===== src/rtl/agc_pipa_pkg.sv =====
// Shared types and constants for the PIPA moding scheduler.
// Optional feature macro used by the design: PIPA_FAIL_INJECT_EN.
package agc_pipa_pkg;

    localparam int SLOTS_PER_FRAME = 6;
    localparam int NOMINAL_PLUS    = 3;

    typedef logic [2:0]        pipa_slot_t;
    typedef logic signed [2:0] pipa_delta_t;

    typedef struct packed {
        pipa_delta_t dx;
        pipa_delta_t dy;
        pipa_delta_t dz;
    } pipa_delta_set_t;

    // Limit a delta to [-3,+3]; the only out-of-range code is -4.
    function automatic pipa_delta_t clamp_delta(input pipa_delta_t d);
        return (d == 3'b100) ? 3'b101 : d;
    endfunction

    // Number of plus slots in a frame for a given delta (0..6).
    function automatic pipa_slot_t plus_count(input pipa_delta_t d);
        return pipa_slot_t'(NOMINAL_PLUS + int'(clamp_delta(d)));
    endfunction

endpackage


===== src/rtl/pipa_axis_sel.sv =====
// Per-axis p/m selector: routes the synchronized PIPDAT level to the plus or
// minus output depending on where the slot falls in the axis moding pattern.
// Optional feature macro: PIPA_FAIL_INJECT_EN (adds the fail input).
module pipa_axis_sel
    import agc_pipa_pkg::*;
(
    input  logic        clk,
    input  logic        rst_n,
    input  pipa_slot_t  slot,
    input  pipa_delta_t delta,
    input  logic        pipdat_sync,
`ifdef PIPA_FAIL_INJECT_EN
    input  logic        fail,
`endif
    output logic        pipa_p,
    output logic        pipa_m
);

    logic in_plus;
    logic fail_en;

    // Decide whether the current slot belongs to the plus part of the frame.
    always_comb begin
        in_plus = (slot < plus_count(delta));
`ifdef PIPA_FAIL_INJECT_EN
        fail_en = fail;
`else
        fail_en = 1'b0;
`endif
    end

    // Register the gated PIPDAT level onto p or m (both when failing).
    always_ff @(posedge clk) begin
        if (!rst_n) begin
            pipa_p <= 1'b0;
            pipa_m <= 1'b0;
        end else begin
            pipa_p <= pipdat_sync & (in_plus | fail_en);
            pipa_m <= pipdat_sync & (~in_plus | fail_en);
        end
    end

endmodule


===== src/rtl/pipa_moding_scheduler.sv =====
// PIPA moding scheduler: synchronizes the AGC PIPASW/PIPDAT strobes, counts
// slots and frames, and applies host-supplied per-axis deltas atomically at
// frame boundaries through a one-deep pending register.
// Optional feature macro: PIPA_FAIL_INJECT_EN (adds fail_mask input).
module pipa_moding_scheduler
    import agc_pipa_pkg::*;
#(
    parameter int FRAME_CNT_W = 16
) (
    input  logic                   SIM_CLK,
    input  logic                   SIM_RST,
    input  logic                   PIPASW,
    input  logic                   PIPDAT,
    input  logic                   cfg_valid,
    output logic                   cfg_ready,
    input  logic [2:0]             cfg_dx,
    input  logic [2:0]             cfg_dy,
    input  logic [2:0]             cfg_dz,
`ifdef PIPA_FAIL_INJECT_EN
    input  logic [2:0]             fail_mask,
`endif
    output logic                   PIPAXp,
    output logic                   PIPAXm,
    output logic                   PIPAYp,
    output logic                   PIPAYm,
    output logic                   PIPAZp,
    output logic                   PIPAZm,
    output logic [FRAME_CNT_W-1:0] frame_count,
    output logic [2:0]             slot
);

    localparam pipa_slot_t LAST_SLOT = pipa_slot_t'(SLOTS_PER_FRAME - 1);

    logic            sw_meta, sw_sync, sw_sync_d;
    logic            dat_meta, dat_sync;
    logic            sw_rise;
    logic            frame_boundary;
    logic            xfer;
    logic            pending_full;
    pipa_delta_set_t pending;
    pipa_delta_set_t active;

    assign sw_rise        = sw_sync & ~sw_sync_d;
    assign frame_boundary = sw_rise && (slot == LAST_SLOT);
    assign cfg_ready      = ~pending_full;
    assign xfer           = cfg_valid & ~pending_full;

    // Two-flop synchronizers plus one delay stage for PIPASW edge detection.
    always_ff @(posedge SIM_CLK) begin
        // NOTE: sequential state uses non-blocking assignments so every flop
        // samples the pre-edge value of its source, keeping the chain a chain.
        if (!SIM_RST) begin
            sw_meta   <= 1'b0;
            sw_sync   <= 1'b0;
            sw_sync_d <= 1'b0;
            dat_meta  <= 1'b0;
            dat_sync  <= 1'b0;
        end else begin
            sw_meta   <= PIPASW;
            sw_sync   <= sw_meta;
            sw_sync_d <= sw_sync;
            dat_meta  <= PIPDAT;
            dat_sync  <= dat_meta;
        end
    end

    // Slot and frame counters advance on each synchronized PIPASW rise.
    always_ff @(posedge SIM_CLK) begin
        if (!SIM_RST) begin
            slot        <= '0;
            frame_count <= '0;
        end else if (sw_rise) begin
            slot <= (slot == LAST_SLOT) ? '0 : slot + 3'd1;
            if (frame_boundary) begin
                frame_count <= frame_count + 1'b1;
            end
        end
    end

    // Accept one delta set into pending; promote it to active at a boundary.
    always_ff @(posedge SIM_CLK) begin
        // NOTE: the delta registers are reset too, because a reset must leave
        // the axes in legacy 3-3 moding rather than whatever was last loaded.
        if (!SIM_RST) begin
            pending_full <= 1'b0;
            pending      <= '0;
            active       <= '0;
        end else if (frame_boundary && pending_full) begin
            active       <= pending;
            pending_full <= 1'b0;
        end else if (xfer) begin
            pending      <= '{dx: cfg_dx, dy: cfg_dy, dz: cfg_dz};
            pending_full <= 1'b1;
        end
    end

    pipa_axis_sel u_axis_x (
        .clk         (SIM_CLK),
        .rst_n       (SIM_RST),
        .slot        (slot),
        .delta       (active.dx),
        .pipdat_sync (dat_sync),
`ifdef PIPA_FAIL_INJECT_EN
        .fail        (fail_mask[0]),
`endif
        .pipa_p      (PIPAXp),
        .pipa_m      (PIPAXm)
    );

    pipa_axis_sel u_axis_y (
        .clk         (SIM_CLK),
        .rst_n       (SIM_RST),
        .slot        (slot),
        .delta       (active.dy),
        .pipdat_sync (dat_sync),
`ifdef PIPA_FAIL_INJECT_EN
        .fail        (fail_mask[1]),
`endif
        .pipa_p      (PIPAYp),
        .pipa_m      (PIPAYm)
    );

    pipa_axis_sel u_axis_z (
        .clk         (SIM_CLK),
        .rst_n       (SIM_RST),
        .slot        (slot),
        .delta       (active.dz),
        .pipdat_sync (dat_sync),
`ifdef PIPA_FAIL_INJECT_EN
        .fail        (fail_mask[2]),
`endif
        .pipa_p      (PIPAZp),
        .pipa_m      (PIPAZm)
    );

endmodule

===== config.mk =====
export PLATFORM = sky130hd
export DESIGN_NAME = pipa_moding_scheduler
export DESIGN_NICKNAME = d
export VERILOG_FILES = /design/src/rtl/agc_pipa_pkg.sv /design/src/rtl/pipa_axis_sel.sv /design/src/rtl/pipa_moding_scheduler.sv
export SDC_FILE = /design/constraint.sdc
export NUM_CORES = 1
export LEC_CHECK = 0
export BUFFER_PORTS_ARGS = -buffer_cell sky130_fd_sc_hd__buf_2
export CAP_MARGIN = 10
export CORE_MARGIN = 8
export CORE_UTILIZATION = 40
export DETAILED_ROUTE_END_ITERATION = 10
export GPL_TIMING_DRIVEN = 0
export SLEW_MARGIN = 20
export SYNTH_ARGS = -nofsm -noshare
export SYNTH_HDL_FRONTEND = slang
export SYNTH_SLANG_ARGS = --single-unit

===== constraint.sdc =====
create_clock -name SIM_CLK -period 2 [get_ports SIM_CLK]
set_input_delay 0.3 -clock SIM_CLK [delete_from_list [all_inputs] [get_ports SIM_CLK]]
set_output_delay 0.3 -clock SIM_CLK [all_outputs]
set_load 0.1 [all_outputs]

==> flow_summary.json, run 1 <==
{
  "slew_headroom_pct": 66.94,
  "reg2regPathDepth": 7,
  "cp_top_family": "buffers and inverters",
  "synth_compound_area_share_pct": 8.550,
  "ys_types": 36,
  "netlist_area_um2": 2122,
  "yosys_warnings": 0,
  "pwr-share-seq_pct": 54.8,
  "tightestPinTransition_ps": 495.8,
  "worstPathArrival_ps": 2020,
  "ys_top_cells_by_count": "dfxtp_1, nand2_1, a21oi_1, nor2_1, nand3_1",
  "grt_pass1_vias": 1550,
  "rsz0062_at_grt": "no",
  "clk_path_buf_depth": 2,
  "hold_viol": 0,
  "critical_path_class": "reg2reg",
  "final_cells": 363,
  "p_sw_share_pct": 23.60,
  "fin_crit_ps": 1785,
  "p_int_mw": 1.397,
  "crit_buf_inv": 3,
  "synth-async-reset-ratio_pct": 0,
  "hold_path_depth": 2,
  "final_nets": 316,
  "pwr-share-clk_pct": 39.1,
  "tns_ps": 0,
  "postLayoutCoreUtil_pct": 49.95,
  "ios": 40,
  "postRouteAntennaNets": 0,
  "grt-ovfl-total": 0,
  "whs_endpoint": "sw_meta$_SDFF_PN0_",
  "highest_layer": "met4",
  "grt_pass1_wl_um": 7169,
  "first_pass_iters": 4,
  "clk_pin_slew_ps": 90,
  "place.gp.congestion": 0.7449,
  "antenna-diode-count": 0,
  "synth_most_common_cell": "dfxtp_1",
  "netlist_instances": 246,
  "cts_root_buffer": "clkbuf_8",
  "drc": 0,
  "design.die.area_um2": 7892,
  "synth-seq-cells": 49,
  "ys_top_cells_by_area": "dfxtp_1, nand2_1, a21oi_1",
  "p_total_mw": 1.829,
  "post_cts_buffers": 0,
  "status": "complete, no violations",
  "cts_buffers": 5,
  "cpMaxStageDelayCell": "dfxtp_2",
  "track_usage_pct": 11.45,
  "fp.dieW_um": 88.84,
  "dp_cells": 355,
  "core-area_um2": 5107,
  "seq_area_um2": 1006,
  "cts_max_level": 2,
  "drt-initial-drc-count": 58,
  "reg2reg_slack_ps": 220,
  "hold_path_class": "in2reg",
  "setup_violations": 0,
  "grt_max_degree": 17,
  "vias_per_cell": 4.711,
  "drt-total-wl_um": 4288,
  "drive_gt1_share_pct": 24.91,
  "end_kind": "register",
  "met3RoutedLength_um": 194,
  "clock_latency_ps": 300,
  "antenna_found_initial": 0,
  "cts_tree": "yes",
  "cp_max_fo": 10,
  "syn_to_final_growth_pct": 20.22,
  "worstPathRequired_ps": 2230,
  "post-route-period-util_pct": 89.23,
  "crit_path_start_kind": "register",
  "dpl_cell_area_um2": 2430,
  "synth_fa_ha_area_share_pct": 5.896,
  "dp_hpwl_um": 3235,
  "critical_path.cell_chain": "clkbuf_1 > and3b_1 > buf_6 > and2_0 > buf_2 > nand3_1 > a21oi_1",
  "p_per_area_nw_per_um2": 716.8,
  "muxShareOfSynthArea_pct": 1.887,
  "synth-simple-area-share_pct": 28.66,
  "vias": 1710,
  "synth_enable_flop_cells": 0,
  "nFillCells": 550,
  "port_buffers": 39,
  "rows": 26,
  "cts.sinks": 49,
  "initial_core_util_pct": 41.55,
  "netlist.area_leader.share_pct": 46.23,
  "die_height_um": 88.84,
  "reg2reg_from": "slot[0]$_SDFFE_PN0P_",
  "wl_met2_um": 1858,
  "postLayoutCellArea_um2": 2551,
  "r2r-end": "active[2]$_SDFFE_PN0P_",
  "crit_path_max_incr_delay_ps": 330,
  "post_drt_wl_per_cell_um": 11.81,
  "wl_met1_um": 2180,
  "fmax_mhz": 560.4,
  "multiInputGateArea_um2": 1075,
  "fin_skew_ps": 7.921,
  "synth_seq_area_share_pct": 46.23,
  "synth_xor_area_share_pct": 5.366,
  "final_max_slew_viol_count": 0,
  "synth_area_leader_cell": "dfxtp_1",
  "synth.avg_cell_area_um2": 8.626,
  "cap_violations": 0,
  "synth_flop_cell": "dfxtp_1",
  "switchingPower_mw": 0.4316,
  "postSynthNetCount": 270,
  "combPwrFrac_pct": 6.1,
  "power_leakage_nw": 1.069,
  "peakVddDrop_v": 0.0003799,
  "hold_start": "PIPASW",
  "synth_top_family_by_area": "simple AND/OR/NAND/NOR gates"
}
## worst max-delay path by stage
stage,from,to,cells past startpoint
global placement,slot[0]$_SDFFE_PN0P_,frame_count[13]$_SDFFE_PN0P_,5
global route,slot[0]$_SDFFE_PN0P_,active[6]$_SDFFE_PN0P_,7
CTS,slot[0]$_SDFFE_PN0P_,frame_count[13]$_SDFFE_PN0P_,5
floorplan,slot[1]$_SDFFE_PN0P_,frame_count[13]$_SDFFE_PN0P_,4
detailed placement,slot[0]$_SDFFE_PN0P_,frame_count[13]$_SDFFE_PN0P_,5
finish,slot[0]$_SDFFE_PN0P_,active[2]$_SDFFE_PN0P_,7
## state kept, by name, summed over array words and instances, names as in the netlist, 3 cells and up
| register | count |
|---|---|
| frame_count | 16 |
| slot | 3 |
| active | 9 |
| pending | 9 |
## metrics by stage
step / setup slack (ps) / hold slack [ps]
after floorplan: 2.788 / 411.9
after global placement: 142.6 / 417.5
after detailed placement: 139.4 / 416.9
after CTS: 129.6 / 188.1
after global routing: 15.91 / 199.2
final: 215.5 / 199.4
## cells in the final DEF (no fill, tap or decap), types with 2 or more instances in the layout
| cell type | Yosys | final |
|---|---|---|
| a21oi_1 | 27 | 27 |
| and2_1 | 6 | 6 |
| buf_2 | 1 | 40 |
| clkbuf_1 | 5 | 5 |
| clkbuf_8 | 0 | 5 |
| dfxtp_1 | 49 | 33 |
| dfxtp_2 | 0 | 14 |
| dfxtp_4 | 0 | 2 |
| ha_1 | 10 | 10 |
| inv_1 | 6 | 6 |
| mux2i_1 | 4 | 4 |
| nand2_1 | 38 | 38 |
| nand2b_1 | 3 | 3 |
| nand3_1 | 16 | 16 |
| nand4_1 | 4 | 4 |
| nor2_1 | 27 | 27 |
| nor2b_1 | 9 | 9 |
| nor3_1 | 3 | 3 |
| nor4_2 | 1 | 2 |
| o21ai_0 | 3 | 3 |
| o31ai_1 | 3 | 3 |
| or3_1 | 2 | 2 |
| xnor2_1 | 6 | 6 |
| xor2_1 | 7 | 7 |
## per-layer routing
metal | vias to the layer above | global-route usage [%]
met5 | - | 0
met4 | 0 | 5.530
met3 | 4 | 1.950
met2 | 33 | 17.52
met1 | 755 | 15.08
li1 | 918 | -
## power groups by stage
stage | logic, mW | clock network, mW | registers [mW]
floorplan | 0.0581 | 0 | 1.05
global placement | 0.112 | 0 | 1.02
detailed placement | 0.113 | 0 | 1.02
CTS | 0.113 | 0.737 | 1.00
global route | 0.124 | 0.764 | 1.01
finish | 0.111 | 0.716 | 1.00
## area by class of cell
| type | count | area share (%) |
|---|---|---|
| timing repair buffer | 39 | 7.651 |
| buffer | 9 | 1.815 |
| clock inverter | 3 | 1.815 |
| multi-input combinational | 181 | 42.13 |
| sequential | 49 | 39.43 |
| clock buffer | 5 | 2.697 |
| inverter | 7 | 1.030 |
| tap | 70 | 3.433 |
## cells by family (layout without fill, tap and decap cells)
family,after synthesis,count (layout)
muxes,4,4
DFF,49,49
xor gates and xnor gates,13,13
buffers and inverters,16,63
AOI/OAI and AO/OA,34,34
adders and majority gates,10,10
and+or+nand+nor,120,120
## repair_timing
action	4_1_cts	5_1_grt
resized for setup	0	1
hold buffers	0	0
setup endpoints to repair	0	2
(Power assumes the default switching activity.)
==> inputs of run 2 (changes only) <==
--- a/config.mk
+++ b/config.mk
@@ -11,6 +11,7 @@
 export CORE_UTILIZATION = 40
 export DETAILED_ROUTE_END_ITERATION = 10
 export GPL_TIMING_DRIVEN = 0
+export REMOVE_ABC_BUFFERS = 1
 export SLEW_MARGIN = 20
 export SYNTH_ARGS = -nofsm -noshare
 export SYNTH_HDL_FRONTEND = slang
==> constraint.sdc (replaced) <==
create_clock -name SIM_CLK -period 1.7 [get_ports SIM_CLK]
set_input_delay 0.255 -clock SIM_CLK [delete_from_list [all_inputs] [get_ports SIM_CLK]]
set_output_delay 0.255 -clock SIM_CLK [all_outputs]
set_load 0.1 [all_outputs]
==> run 2 against run 1 <==
Compared with the run above:
- power increased by 17%
- flip-flop and latch count unchanged
- setup slack got worse by 110 ps
- critical path type unchanged
- largest cell class unchanged
- largest power group unchanged
==> flow_summary.json, run 2 (synthesis results as in run 1) <==
{
  "grt_max_degree": 35,
  "critical_path.cell_chain": "nand2_1 > or4_4 > nor4_4 > mux2i_1",
  "vias_per_cell": 4.782,
  "fin_crit_ps": 1597,
  "cap_violations": 0,
  "cpMaxStageDelayCell": "or4_4",
  "end_kind": "register",
  "highest_layer": "met4",
  "multiInputGateArea_um2": 1129,
  "fmax_mhz": 626.4,
  "peakVddDrop_v": 0.0004065,
  "antenna-diode-count": 0,
  "seq_area_um2": 1005,
  "vias": 1712,
  "core-area_um2": 5107,
  "cp_max_fo": 4,
  "crit_path_max_incr_delay_ps": 550,
  "top_register": "frame_count",
  "fp.dieW_um": 88.84,
  "setup_slack_ps": 103.5,
  "hold_buffers": 0,
  "met3RoutedLength_um": 156,
  "clock_latency_ps": 300,
  "final_nets": 311,
  "rows": 26,
  "grt-ovfl-total": 0,
  "layout_common_cells": "buf_2, nand2_1, dfxtp_1, nor2_1, a21oi_1",
  "antenna_found_initial": 0,
  "crit_path_start_kind": "register",
  "first_pass_iters": 4,
  "design.die.area_um2": 7892,
  "largest_reg_flops": 16,
  "cts.sinks": 49,
  "grt_pass1_wl_um": 7472,
  "clk_path_buf_depth": 2,
  "ios": 40,
  "reg_top3": "frame_count x16, active x9, pending x9",
  "cp-startpoint": "frame_count[8]$_SDFFE_PN0P_",
  "p_per_area_nw_per_um2": 829.2,
  "drive_gt1_share_pct": 26.74,
  "die_height_um": 88.84,
  "status": "complete, no violations",
  "p_total_mw": 2.147,
  "power_leakage_nw": 1.099,
  "cts_buffers": 5,
  "wl_met2_um": 2022,
  "place_ws_ps": -259.4,
  "cts_tree": "yes",
  "fin_skew_ps": 7.824,
  "final_max_slew_viol_count": 0,
  "post_drt_wl_per_cell_um": 12.47,
  "cts_max_level": 2,
  "cts_root_buffer": "clkbuf_8",
  "hold_start": "PIPDAT",
  "nFillCells": 550,
  "drt-initial-drc-count": 79,
  "postLayoutCellArea_um2": 2589,
  "worstPathArrival_ps": 1830,
  "slew_headroom_pct": 37.52,
  "port_buffers": 39,
  "grt_pass1_vias": 1628,
  "setup_violations": 0,
  "place.gp.congestion": 0.7608,
  "dp_hpwl_um": 3055,
  "clk_pin_slew_ps": 90,
  "post-route-period-util_pct": 93.91,
  "postRouteAntennaNets": 0,
  "drc": 0,
  "initial_core_util_pct": 41.55,
  "drt-total-wl_um": 4463,
  "wl_met1_um": 2192,
  "critical_path_class": "reg2reg",
  "tightestPinTransition_ps": 931.5,
  "reg2reg_from": "frame_count[8]$_SDFFE_PN0P_",
  "track_usage_pct": 11.94,
  "dpl_cell_area_um2": 2359,
  "worstPathRequired_ps": 1940,
  "postLayoutCoreUtil_pct": 50.69,
  "syn_to_final_growth_pct": 21.99,
  "layout_commonest_cell": "buf_2",
  "hold_viol": 0,
  "hold_path_class": "in2reg"
}
[run 2: what timing repair did]
item                                    in CTS  in global routing
pin swaps                                    0                  4
endpoints found under the hold margin        0                  0
resized for setup                            8                 21
buffers inserted                             0                  4
endpoints found under the setup margin      16                 23
[run 2: routing by layer]
metal,track usage [%],vias to the layer above
met3,1.950,8
li1,-,909
met4,6.452,0
met2,18.19,27
met5,0,-
met1,15.62,768
[run 2: report_power, final]
part | total, mW | leakage (nW) | internal, mW | switching, mW
registers | 1.18 | 0.404 | 1.16 | 0.0202
clock network | 0.846 | 0.0585 | 0.480 | 0.366
logic | 0.117 | 0.637 | 0.0326 | 0.0849
total | 2.15 | 1.10 | 1.68 | 0.471
[run 2: path summary, 6_finish.rpt]
path | to | slack [ps] | depth (start not counted)
setup / recovery | frame_count[15]$_SDFFE_PN0P_ | 100 | 4
hold reg to reg | sw_sync$_SDFF_PN0_ | 450 | 1
hold / removal | dat_meta$_SDFF_PN0_ | 160 | 2
setup reg to reg | frame_count[15]$_SDFFE_PN0P_ | 100 | 4
[run 2: worst max-delay path, delay by kind of cell, from the launching register on]
family | cells | cell delay [ps]
DFF | 1 | 390
muxes | 1 | 190
and+or+nand+nor | 3 | 940
[run 2: stage by stage]
step	setup TNS, ps	hold WS [ps]	std cells
global route	-14.68	145.8	358
CTS	0	150.3	354
detailed placement	-3952	423.3	346
global placement	-3616	434.3	346
floorplan	-12120	376.7	237
finish	0	156.9	358
[run 2: layout make-up]
class	count	share of cell area, %
sequential	49	38.81
clock buffer	7	3.335
tap	70	3.383
inverter	7	1.015
multi-input combinational	181	43.60
timing repair buffer	43	8.700
clock inverter	1	1.160
